--- src/rtl/emergency_preempt_conditioner_pkg.sv ---
// Shared definitions for the emergency preemption conditioner: FSM encoding
// and default timing constants.
package emergency_preempt_conditioner_pkg;

  // Encoding is visible on state_o, so the values are fixed.
  typedef enum logic [1:0] {
    IDLE     = 2'b00,
    ACTIVE   = 2'b01,
    COOLDOWN = 2'b10
  } preempt_state_t;

  localparam int unsigned DefDebounceCyc = 4;
  localparam int unsigned DefMinActive   = 8;
  localparam int unsigned DefMaxActive   = 40;
  localparam int unsigned DefCooldownCyc = 12;
  localparam int unsigned DefCntW        = 8;

endpackage

--- src/rtl/sync_debounce.sv ---
// Two-flop synchroniser followed by a counter-based debouncer. The debounced
// output flips only after DEBOUNCE_CYC consecutive synchronised samples that
// disagree with it. Reusable for pedestrian buttons and similar inputs.
module sync_debounce #(
  parameter int unsigned DEBOUNCE_CYC = 4
) (
  input  logic clk,
  input  logic rst_n,
  input  logic d_async,
  output logic q_deb
);

  localparam int unsigned DcntW = $clog2(DEBOUNCE_CYC + 1);

  logic             meta_q;
  logic             sync_q;
  logic             deb_q;
  logic [DcntW-1:0] dcnt_q;

  // Synchroniser plus debounce counter; reset clears everything to 0.
  always_ff @(posedge clk) begin
    if (!rst_n) begin
      meta_q <= 1'b0;
      sync_q <= 1'b0;
      deb_q  <= 1'b0;
      dcnt_q <= '0;
    end else begin
      meta_q <= d_async;
      sync_q <= meta_q;
      if (sync_q != deb_q) begin
        if (dcnt_q == DcntW'(DEBOUNCE_CYC - 1)) begin
          deb_q  <= sync_q;
          dcnt_q <= '0;
        end else begin
          dcnt_q <= dcnt_q + 1'b1;
        end
      end else begin
        dcnt_q <= '0;
      end
    end
  end

  assign q_deb = deb_q;

endmodule

--- src/rtl/emergency_preempt_conditioner.sv ---
// Conditions a raw emergency-vehicle detector into a bounded preemption
// request: minimum and maximum on-time, enforced cooldown, a sticky timeout
// flag and a saturating preemption counter.
module emergency_preempt_conditioner
  import emergency_preempt_conditioner_pkg::*;
#(
  parameter int unsigned DEBOUNCE_CYC = DefDebounceCyc,
  parameter int unsigned MIN_ACTIVE   = DefMinActive,
  parameter int unsigned MAX_ACTIVE   = DefMaxActive,
  parameter int unsigned COOLDOWN_CYC = DefCooldownCyc,
  parameter int unsigned CNT_W        = DefCntW
) (
  input  logic             clk,
  input  logic             rst_n,
  input  logic             en,
  input  logic             det_raw,
  input  logic             clr_flags,
  output logic             emergency,
  output logic             cooldown,
  output logic             timeout_flag,
  output logic [CNT_W-1:0] preempt_count,
  output logic [1:0]       state_o
);

  localparam int unsigned TimerMax = (MAX_ACTIVE > COOLDOWN_CYC) ? MAX_ACTIVE : COOLDOWN_CYC;
  localparam int unsigned TimerW   = $clog2(TimerMax);

  logic deb;

  preempt_state_t    state_q, state_d;
  logic [TimerW-1:0] timer_q, timer_d;
  logic              armed_q, armed_d;
  logic              tflag_q, tflag_d;
  logic [CNT_W-1:0]  cnt_q, cnt_d;

  sync_debounce #(
    .DEBOUNCE_CYC (DEBOUNCE_CYC)
  ) u_sync_debounce (
    .clk     (clk),
    .rst_n   (rst_n),
    .d_async (det_raw),
    .q_deb   (deb)
  );

  // State register; armed resets to 1 so the first detection is accepted.
  always_ff @(posedge clk) begin
    if (!rst_n) begin
      state_q <= IDLE;
      timer_q <= '0;
      armed_q <= 1'b1;
      tflag_q <= 1'b0;
      cnt_q   <= '0;
    end else begin
      state_q <= state_d;
      timer_q <= timer_d;
      armed_q <= armed_d;
      tflag_q <= tflag_d;
      cnt_q   <= cnt_d;
    end
  end

  // Next-state logic; set/increment are applied after clr_flags so they win.
  always_comb begin
    state_d = state_q;
    timer_d = timer_q;
    armed_d = armed_q;
    tflag_d = tflag_q;
    cnt_d   = cnt_q;

    if (clr_flags) begin
      tflag_d = 1'b0;
      cnt_d   = '0;
    end

    if (!en) begin
      state_d = IDLE;
      timer_d = '0;
    end else begin
      unique case (state_q)
        IDLE: begin
          timer_d = '0;
          if (deb && armed_q) begin
            state_d = ACTIVE;
            if (clr_flags) begin
              cnt_d = CNT_W'(1);
            end else if (cnt_q != {CNT_W{1'b1}}) begin
              cnt_d = cnt_q + 1'b1;
            end
          end else if (!deb) begin
            armed_d = 1'b1;
          end
        end
        ACTIVE: begin
          if (timer_q == TimerW'(MAX_ACTIVE - 1)) begin
            // Stuck detector: cut off and require deb low before re-arming.
            state_d = COOLDOWN;
            timer_d = '0;
            tflag_d = 1'b1;
            armed_d = 1'b0;
          end else if (!deb && (timer_q >= TimerW'(MIN_ACTIVE - 1))) begin
            state_d = COOLDOWN;
            timer_d = '0;
          end else begin
            timer_d = timer_q + 1'b1;
          end
        end
        COOLDOWN: begin
          if (timer_q == TimerW'(COOLDOWN_CYC - 1)) begin
            state_d = IDLE;
            timer_d = '0;
          end else begin
            timer_d = timer_q + 1'b1;
          end
        end
        default: begin
          state_d = IDLE;
          timer_d = '0;
        end
      endcase
    end
  end

  // Outputs decoded straight from registered state.
  always_comb begin
    emergency = (state_q == ACTIVE);
    cooldown  = (state_q == COOLDOWN);
  end

  assign timeout_flag  = tflag_q;
  assign preempt_count = cnt_q;
  assign state_o       = state_q;

endmodule

--- config.mk ---
export PLATFORM = sky130hd
export DESIGN_NAME = emergency_preempt_conditioner
export DESIGN_NICKNAME = d
export VERILOG_FILES = /design/src/rtl/emergency_preempt_conditioner_pkg.sv /design/src/rtl/sync_debounce.sv /design/src/rtl/emergency_preempt_conditioner.sv
export SDC_FILE = /design/constraint.sdc
export NUM_CORES = 1
export LEC_CHECK = 0
export ABC_CLOCK_PERIOD_IN_PS = 4130
export CAP_MARGIN = 5
export CORE_AREA = 4 4 54 56
export DETAILED_ROUTE_END_ITERATION = 12
export DIE_AREA = 0 0 58 60
export PLACE_DENSITY_LB_ADDON = 0.15
export SYNTH_ARGS = -nofsm -noshare
export SYNTH_HDL_FRONTEND = slang
export SYNTH_SLANG_ARGS = --single-unit
--- constraint.sdc ---
create_clock -name clk -period 4.13 [get_ports clk]
set_input_delay 0.826 -clock clk [delete_from_list [all_inputs] [get_ports clk]]
set_output_delay 0.826 -clock clk [all_outputs]
set_load 0.02 [all_outputs]
* After elaboration in Yosys (flattened, before gate mapping)
Index checks and enable logic that the tools add are counted.
Word-level totals: bits in registers 24, input port bits 5, output and inout port bits 13, word-level logic and storage cells 61
Cells by class: add/subtract/negate cells 3, order comparisons 1, equality and inequality tests 13, multiplexer cells 23, bitwise gates (word level) 2, reduce and logical (&&, ||, !) cells 10
Operators by type and width (number):
- 8-bit two-way mux | 6
- 6-bit two-way mux | 3
- 6-bit one-hot mux with 2 select lines | 1
- 8-bit by 1-bit adder with 8-bit output (second input constant) | 1
- 2-bit two-way mux | 4
- 8-bit != test (second input constant) | 1
- 1-bit two-way mux | 7
- 6-bit by 1-bit adder with 6-bit output (second input constant) | 1
- 6-bit by 4-bit equality test with 1-bit output (second input constant) | 1
- 6-bit equality test (second input constant) | 1
- 6-bit by 3-bit greater-or-equal comparator with 1-bit output (second input constant) | 1
- 2-bit != test (second input constant) | 3
- 2-bit one-hot mux with 3 select lines | 1
- 5-bit AND reduction | 1
- 2-bit by 1-bit != test with 1-bit output (second input constant) | 2
- 2-bit AND reduction | 2
- 3-bit by 1-bit adder with 3-bit output (second input constant) | 1
- 3-bit by 2-bit equality test with 1-bit output (second input constant) | 1
- 3-bit by 1-bit != test with 1-bit output (second input constant) | 1
- 3-bit AND reduction | 1
- 3-bit OR reduction | 1
- 2-bit by 1-bit equality test with 1-bit output (second input constant) | 1
- 2-bit equality test (second input constant) | 1
- 1-bit logical AND | 2
- other kinds (6) | 7

* Longest topological paths before layout
Gate-level depths: netlist of the first run.
depth after elaboration 6, gate-level depth with buffers 6, gate-level depth less buffers 6

* Cells and area by module
From an unflattened synthesis of the first run, not the netlist that was laid out.
Unflattened totals: cell total of the unflattened synthesis 118, area, all modules 1132.3 µm²
By module, submodules not included:
- emergency_preempt_conditioner | instances 1, cells each 101, area each 915.9 µm², sequential area each 360.3 µm²
- sync_debounce | instances 1, cells each 17, area each 216.5 µm², sequential area each 120.1 µm²

* Least setup slack after synthesis of the first run
No wires, ideal clock.
path type flip-flop to output port, start point register state_q[1] (netlist: state_o[1]), end point output emergency, data arrival time 0.871 ns, data required time 3.304 ns, setup slack 2.433 ns, cell stages (with the launch flop) 3, path buffers 0, cells stage by stage dfxtp_1 -> inv_1 -> ha_1
Between the ends: longest elaborated chain between the ends 1
Ends and longest elaborated chain:
- start: declaration | RTL line emergency_preempt_conditioner.sv:30 | preempt_state_t state_q, state_d;
- start signal: assignment | RTL line emergency_preempt_conditioner.sv:54 | state_q <= state_d;
- 2-bit by 1-bit equality test with 1-bit output | RTL line emergency_preempt_conditioner.sv:125 | emergency = (state_q == ACTIVE);
- end: declaration | RTL line emergency_preempt_conditioner.sv:18 | output logic emergency,
No other way between the ends.

* Final worst setup path of the first run
Same ends and word-level chain as after synthesis.

==> results of run 1 <==
## cell usage in the layout (no fill, tap or decap), drive strengths merged, types with 4 or more instances in the layout
| cell type | n |
|---|---|
| dfxtp | 24 |
| nor2 | 19 |
| clkdlybuf4s50 | 17 |
| nand2 | 10 |
| inv | 8 |
| ha | 8 |
| nand3 | 6 |
| xnor2 | 6 |
| and2 | 4 |
| mux2i | 4 |
| xor2 | 4 |
| clkbuf | 4 |
## area by class of cell
class,instances,area (sq um),area share [%]
clock buffers,4,36.3,2.63
repair buffers,17,170,12.3
inverters,8,30.0,2.17
well taps,30,37.5,2.72
flip-flops and latches,24,480,34.8
multi-input cells,89,627,45.4
## per-layer routing
layer  vias up  GRT usage [%]
met2        22           22.3
met3         2           2.38
met1       403           16.3
met4         0           6.62
li1        470              -
met5         -              0
## cell families after synthesis
family                     count (synthesis)  synth area share (%)
and+or+nand+nor                           50                  20.9
DFF                                       24                  41.8
AOI/OAI and AO/OA                         17                  13.8
buffers and inverters                     11                  3.59
xor gates and xnor gates                  10                  7.62
adders and majority gates                  8                  8.71
muxes                                      4                  3.49
## metrics by stage
stage	instances	hold slack (ps)	worst slack (ps)
2_1_floorplan	124	399	2430
6_report	172	430	1630
3_5_place_dp	168	417	1850
4_1_cts	172	436	1600
3_3_place_gp	168	406	1870
5_1_grt	172	464	1510
## worst max-delay path: stages (launching register included)
cell             delay [ps]
dfxtp_1                 360
inv_1                   100
ha_1                    270
clkdlybuf4s50_1         640
## worst max path at each step
stage	from	end	depth (start not counted)
after CTS	state_o[1]	emergency	3
final	state_o[1]	emergency	3
after floorplan	state_o[1]	emergency	2
after global routing	state_o[1]	emergency	3
after detailed placement	en	preempt_count[0]	5
after global placement	en	preempt_count[0]	5
## sequential cells by signal, summed over array words and instances (netlist names)
register and count:
u_sync_debounce.q_deb 1, state_o 2, timeout_flag 1, u_sync_debounce.meta_q 1, u_sync_debounce.sync_q 1, preempt_count 8
armed_q 1, u_sync_debounce.dcnt_q 3, timer_q 6
## where the power goes
| part | internal [uW] | switching (uW) | total (uW) | leakage, uW |
|---|---|---|---|---|
| registers | 233 | 1.08 | 234 | 0.000194 |
| logic | 6.69 | 6.28 | 13.0 | 0.000294 |
| clock network | 53.7 | 65.1 | 119 | 0.0000210 |
| total | 294 | 72.4 | 366 | 0.000509 |
==> results.toml, run 1 <==
[global_routing]
overflow = 0
pin_count_of_the_biggest_net_entering_global_routing = 14
first_global_vias = 895
initial_antenna_violation_count = 0
grt_pass1_wl_um = 3620
grt_util_all_layers_pct = 13.3

[logic_synthesis]
ys_top_cells_by_area = "dfxtp_1, ha_1, nor2_1"
synth_sequential_area_ratio_pct = 41.8
post_synth_instance_area_sq_um = 1150
yosysMostFrequentCell = "dfxtp_1"
post_synth.cell_area_avg_sq_um = 9.26
synth.cells.most_frequent = "dfxtp_1, nor2_1, nand2_1"
synth_enable_flop_cells = 0
post_synth_num_cell_types = 31
post_synth_inst_count = 124
ys.flop_type = "dfxtp_1"
synth.net_count = 137
synth_top_area_share_pct = 41.8
synth.yosys.warnings = 0
cell_type_with_the_largest_total_area_after_synthesis = "dfxtp_1"
yosys_register_bits = 24
proportion_of_register_bits_with_asynchronous_set_or_reset_after_synthesis_pct = 0

[sta]
finalSetupViolCount = 0
grt_setup_unrepaired = "false"
report.final.hold_viol_count = 0
max_slew_headroom_pct = 66.5
finalClockSkew_ps = 2.88
setup_tns_ps = 0
post-route-period-util_pct = 60.5
finalWorstPathRequiredPeriod_ps = 2500
timing_worst_slew_pin_value_ps = 498
timing.final.max_slew_violations = 0
clock.fmax_mhz = 400

[route]
avgRoutedWirePerCell_um = 11.6
drtIter0Drc = 15
vias = 897
met2WireLength_um = 939
drt-vias-per-instance = 5.22
wl_met1_um = 957
drtPass1Iterations = 4
drc = 0
ant_nets = 0
maxUsedRoutingLayer = "met4"
total_wire_length_um = 2000
met3WireLength_um = 89

[clock_network]
cts_max_level = 1
cts.clk_slew.worst_paths_ps = 120
cts_sinks = 24
cts.root.buffer_cell = "clkbuf_4"
post_cts_repair_timing_setup_buffer_count = 0
clk-insertion-delay-late_ps = 300
hold_buffers = 0
cts_made_buffers = 3
clock_tree_from_tritoncts = "built"
cts-resized-gates = 0
ctsLongestPathBuffers = 2

[die]
io_pins = 18
fp.dieH_um = 60
die_width_um = 58
core_region_area_sq_um = 2430
std_cell_rows = 18
die_area_sq_um = 3480
start_util_pct = 47.2

[pwr]
p_leak_uw = 0.000509
ir_worst_vdd_uv = 200
power_dens_cells_nw_per_um2 = 265
p_total_uw = 366

[run]
drv_cap = 0

[place]
placement.cell_area_sq_um = 1350
place.gp.congestion = 0.902
port_buffers = 17
place.detailed.hpwl_um = 1550

[final_layout]
finish.utilization_pct = 56.8
finish.net_count = 156
antennaDiodeCount = 0
syn_to_final_growth_pct = 20.3
filler_cell_count = 230
drive_gt1_share_pct = 4.93
final_cell_area_sq_um = 1380

[setup_path]
worst_ep_arrival_time_ps = 1670
critPathCaptureType = "output pin"
rr_worst_depth = 5
regToRegSetupSlack_ps = 2460
critical_path.max_fanout = 6
rr_startpoint = "timer_q[0]"
critPathKind = "flop to output pin"
r2r-end = "timer_q[2]"
sort_of_element_at_the_start_of_the_critical_path = "flop"
cp.required_ps = 3300

[worst_hold_path]
class_of_the_tightest_hold_or_removal_check = "flop to flop"
whs_endpoint = "u_sync_debounce.dcnt_q[0]"
hold_path.startpoint = "u_sync_debounce.dcnt_q[0]"
hold_path_depth = 1

[outcome]
status = "completed"
No activity file was read; power rests on OpenSTA's default activity.
==> run 2, diff against run 1 <==
--- a/config.mk
+++ b/config.mk
@@ -5,11 +5,11 @@
 export SDC_FILE = /design/constraint.sdc
 export NUM_CORES = 1
 export LEC_CHECK = 0
-export ABC_CLOCK_PERIOD_IN_PS = 4130
+export ABC_CLOCK_PERIOD_IN_PS = 2200
 export CAP_MARGIN = 5
-export CORE_AREA = 4 4 54 56
+export CORE_AREA = 4 4 55 57
 export DETAILED_ROUTE_END_ITERATION = 12
-export DIE_AREA = 0 0 58 60
+export DIE_AREA = 0 0 59 61
 export PLACE_DENSITY_LB_ADDON = 0.15
 export SYNTH_ARGS = -nofsm -noshare
 export SYNTH_HDL_FRONTEND = slang
==> constraint.sdc (replaced) <==
create_clock -name clk -period 2.2 [get_ports clk]
set_input_delay 0.44 -clock clk [delete_from_list [all_inputs] [get_ports clk]]
set_output_delay 0.44 -clock clk [all_outputs]
set_load 0.02 [all_outputs]
==> run 2 against run 1 <==
- critical path type unchanged
- register-to-register slack worse by 2000 ps
- final area up 0.18%
- critical endpoint is now cooldown
- clock-buffer cell count unchanged
==> results.toml, run 2 (synthesis gave the netlist of run 1 again) <==
[route]
drtPass1Iterations = 4
total_wire_length_um = 2070
drc = 0
ant_nets = 0
avgRoutedWirePerCell_um = 12.0
drt-vias-per-instance = 5.22
drtIter0Drc = 14
vias = 897

[clock_network]
cts.root.buffer_cell = "clkbuf_4"
clk-insertion-delay-late_ps = 310
hold_buffers = 0
cts_max_level = 1
clock_tree_from_tritoncts = "built"
post_cts_repair_timing_setup_buffer_count = 0
ctsLongestPathBuffers = 2
cts_sinks = 24
cts-resized-gates = 0
cts.clk_slew.worst_paths_ps = 120
cts_made_buffers = 3

[setup_path]
r2r-end = "timer_q[1]"
critPathCaptureType = "output pin"
cp.required_ps = 1760
rr_startpoint = "timer_q[0]"
worst_ep_arrival_time_ps = 1560
critPathKind = "flop to output pin"
rr_worst_depth = 5
critical_path.max_fanout = 4
sort_of_element_at_the_start_of_the_critical_path = "flop"
regToRegSetupSlack_ps = 510

[place]
numPlacedInstances = 168
port_buffers = 17
place.detailed.hpwl_um = 1540
place.gp.congestion = 0.909
preCtsSetupSlack_ps = 297

[sta]
timing.final.max_slew_violations = 0
clock.fmax_mhz = 501
fin_ws_ps = 205
finalClockSkew_ps = 3.34
finalWorstPathRequiredPeriod_ps = 2000
finalSetupViolCount = 0
timing_worst_slew_pin_value_ps = 496
report.final.hold_viol_count = 0
post-route-period-util_pct = 90.7
grt_setup_unrepaired = "false"
setup_tns_ps = 0
max_slew_headroom_pct = 66.6

[final_layout]
finish.utilization_pct = 55.9
antennaDiodeCount = 0
layout.cells.non_filler = 172
largest_register_ffs = 8
layout_commonest_cell = "dfxtp_1"
syn_to_final_growth_pct = 20.5
final_cell_mix = "dfxtp_1, nor2_1, clkdlybuf4s50_1"
finish.net_count = 156
drive_gt1_share_pct = 4.93

[die]
io_pins = 18
std_cell_rows = 18
die_area_sq_um = 3600
die_width_um = 59
core_region_area_sq_um = 2480
fp.dieH_um = 61
start_util_pct = 46.4

[global_routing]
overflow = 0
grt_pass1_wl_um = 3550
initial_antenna_violation_count = 0
grt_util_all_layers_pct = 12.8
pin_count_of_the_biggest_net_entering_global_routing = 14
first_global_vias = 851

[pwr]
p_leak_uw = 0.000527
ir_worst_vdd_uv = 424
power_dens_cells_nw_per_um2 = 501

[run]
drv_cap = 0

[worst_hold_path]
hold_path_depth = 1
whs_endpoint = "u_sync_debounce.dcnt_q[0]"
hold_path.startpoint = "u_sync_debounce.dcnt_q[0]"
class_of_the_tightest_hold_or_removal_check = "flop to flop"

[outcome]
status = "completed"
==> run 2: report_power, final <==
group / internal [uW] / switching (uW)
clock: 101 / 128
sequential: 438 / 1.95
combinational: 12.6 / 11.7
==> run 2: layer usage <==
metal | vias up | routed length [um] | GRT usage, %
li1 | 469 | - | -
met1 | 408 | 1010 | 15.8
met2 | 18 | 962 | 21.8
met3 | 2 | 86 | 4.26
met4 | 0 | 12 | 2.91
met5 | - | 0 | 0
==> run 2: worst max-delay path by stage <==
stage / from / end / cells past startpoint
final: state_o[0] / cooldown / 3
after global routing: state_o[0] / cooldown / 3
after CTS: state_o[1] / emergency / 3
after detailed placement: en / preempt_count[0] / 5
after global placement: en / preempt_count[0] / 5
after floorplan: state_o[0] / state_o[0] / 5
==> run 2: metrics by stage <==
step / hold WS (ps) / total power, uW / instance area [sq um]
2_1_floorplan: 399 / 461 / 1150
3_3_place_gp: 406 / 474 / 1350
3_5_place_dp: 417 / 474 / 1350
4_1_cts: 436 / 712 / 1380
5_1_grt: 449 / 721 / 1380
6_report: 434 / 693 / 1380
==> run 2: final cells by class <==
| cell class | instances | area, sq um |
|---|---|---|
| well taps | 30 | 37.5 |
| clock buffers | 4 | 36.3 |
| fillers | 232 | 1090 |
| inverters | 8 | 30.0 |
| repair buffers | 17 | 173 |
| flip-flops and latches | 24 | 480 |
| multi-input cells | 89 | 627 |
==> run 2: critical path, cell delays in order (launching register included) <==
cell and delay (ps):
dfxtp_1 360, inv_1 110, ha_1 180, clkdlybuf4s50_1 600
==> patch (config.mk and constraints of run 2) <==
Change the package constant `DefCooldownCyc` from 12 to 11.
--- a/src/rtl/emergency_preempt_conditioner_pkg.sv
+++ b/src/rtl/emergency_preempt_conditioner_pkg.sv
@@ -13,5 +13,5 @@
   localparam int unsigned DefMinActive   = 8;
   localparam int unsigned DefMaxActive   = 40;
-  localparam int unsigned DefCooldownCyc = 12;
+  localparam int unsigned DefCooldownCyc = 11;
   localparam int unsigned DefCntW        = 8;
 
Check against the original RTL: no difference found for any inputs over 10 cycles, from zero or initial values and one cycle with rst_n low; that may be too few to reach the edited logic, so the function may still have changed.
==> patch against run 2 <==
- worst setup slack worse by 0.029 ns
- critical path depth unchanged
- via count unchanged
- sequential cell count unchanged
- power up 14%
- area after synthesis down 0.54%
- count of clock-buffer cells in the layout down 1
- critical path type unchanged
- design area up 0.63%
- clock power up 42%
- die area unchanged
- wire length up 0.53%
- register-to-register slack worse by 0.09 ns
- highest routed layer unchanged
==> patch: results (changes against run 2) <==
* Mapped Nets at 140 (was 137)
* Dominant synthesized flop cell: dfxtp_1 (unchanged)
* Most common library cells after synthesis: dfxtp_1, nor2_1, nand2_1, ha_1 (was dfxtp_1, nor2_1, nand2_1, ha_1, inv_1)
* RD Place Congestion at 0.822 (was 0.909)
* Pin count of the biggest net entering global routing at 15 (was 14)
* Worst-path clk slew at 0.14 ns (was 0.12 ns)
* Wirelength per Cell at 11.9 um (was 12.0 um)
* Max IR drop VDD at 0.518 mV (was 0.424 mV)
* Post-route clock skew at 0.0167 ns (was 0.00334 ns)
* CP max stage cell: clkdlybuf4s50_1 (unchanged)
* Total track usage at 13.1% (was 12.8%)
* Compound-Gate Fraction of Synth Area at 11.2% (was 13.8%)
* Via density at 5.16 (was 5.22)
* Pre-Repair DR Iteration Count at 4 (unchanged)
* Status: completed (unchanged)
* Unique masters post-synth at 35 (was 31)
* Vias in the first global route at 836 (was 851)
* Pleak at 0.519 nW (was 0.527 nW)
* Ys Warns at 0 (unchanged)
* Crit-path max cell delay at 0.53 ns (was 0.60 ns)
* Setup bufs post-CTS at 0 (unchanged)
* Clk_lat worst skew at 0.33 ns (was 0.31 ns)
* Synth top area cells: dfxtp_1, ha_1, nor2_1 (unchanged)
* Port Buf Inserts at 17 (unchanged)
* Hold WC Path Type: reg -> reg (unchanged)
* H-tree Lvls at 1 (unchanged)
* Switching power share of the total at 19.5% (was 20.4%)
* Detailed Place HPWL at 1.53 mm (was 1.54 mm)
* Ratio of cells with drive above 1 in the final layout at 4.86% (was 4.93%)
* Post-synthesis xor/xnor area fraction at 6.13% (was 7.63%)
* Worst-margin pin slew at 0.500 ns (was 0.496 ns)
* CTS root buffer: clkbuf_4 (unchanged)
* Clock Tree Buf Depth at 2 (unchanged)
* # diodes at 0 (unchanged)
* Max reg flops at 8 (unchanged)
* Final nets at 159 (was 156)
* First-pass GRT wire length at 3.54 mm (was 3.55 mm)
* Register area share after synthesis at 42.1% (was 41.8%)
* Data arrival, critical path at 1.58 ns (was 1.56 ns)
* Multiplexer share of the synthesized area at 3.50% (was 3.49%)
* Fill cell count at 230 (was 232)
* Initial antenna violation count at 0 (unchanged)
* 1st-iter DRT viols at 37 (was 14)
* Dpl ws at 0.206 ns (was 0.297 ns)
* Adder-cell share of the synthesized area at 9.86% (was 8.71%)
-- patch: repair_timing --
action	in CTS	in global routing
resized for setup	0	1
endpoints found under the setup margin	0	1
hold buffers	0	0
-- patch: power groups by stage --
| stage | combinational, mW | clock (mW) | sequential (mW) |
|---|---|---|---|
| 6_report | 0.0244 | 0.325 | 0.440 |
| 5_1_grt | 0.0269 | 0.350 | 0.441 |
| 4_1_cts | 0.0247 | 0.337 | 0.440 |
| 3_5_place_dp | 0.0245 | 0 | 0.449 |
| 3_3_place_gp | 0.0240 | 0 | 0.449 |
| 2_1_floorplan | 0.0114 | 0 | 0.450 |
-- patch: stage by stage --
step	cells	hold WS (ns)	power [mW]	util, %	instance area (um^2)
floorplan	126	0.399	0.461	-	1140
global placement	170	0.411	0.473	54.0	1340
detailed placement	170	0.419	0.474	54.0	1340
CTS	174	0.439	0.802	56.1	1390
global route	174	0.452	0.817	56.2	1390
finish	174	0.437	0.789	56.2	1390
-- patch: path summary, 6_finish.rpt --
path	from	endpoint	slack (ns)	depth (start not counted)
setup / recovery	state_o[0]	cooldown	0.18	3
hold / removal	u_sync_debounce.dcnt_q[0]	u_sync_debounce.dcnt_q[0]	0.44	1
setup reg to reg	state_o[0]	preempt_count[0]	0.42	6
hold reg to reg	u_sync_debounce.dcnt_q[0]	u_sync_debounce.dcnt_q[0]	0.44	1
-- patch: layer usage --
layer / up-vias / wire length [um] / GRT usage, %
li1: 466 / - / -
met3: 5 / 124 / 4.89
met5: - / 0 / 0
met4: 0 / 26 / 5.50
met1: 400 / 977 / 15.6
met2: 26 / 950 / 21.1
-- patch: cells by family (layout without fill, tap and decap cells) --
| family | Yosys count | in the layout |
|---|---|---|
| XOR/XNOR | 8 | 8 |
| AO/OA/AOI/OAI | 15 | 15 |
| buffers and inverters | 11 | 29 |
| AND/OR/NAND/NOR | 55 | 55 |
| flip-flops | 24 | 24 |
| multiplexers | 4 | 4 |
| adder cells (fa/ha/maj) | 9 | 9 |
-- patch: critical path, delay by kind of cell (launching register included) --
kind / cells / cell delay (ns)
DFF: 1 / 0.41
buffers and inverters: 2 / 0.63
adders and majority gates: 1 / 0.21
-- patch: layout make-up --
class,instances,share of cell area [%]
multi-input cells,91,44.5
flip-flops and latches,24,34.5
repair buffers,17,12.4
well taps,30,2.70
clock inverters,1,2.16
inverters,8,2.16
clock buffers,3,1.62
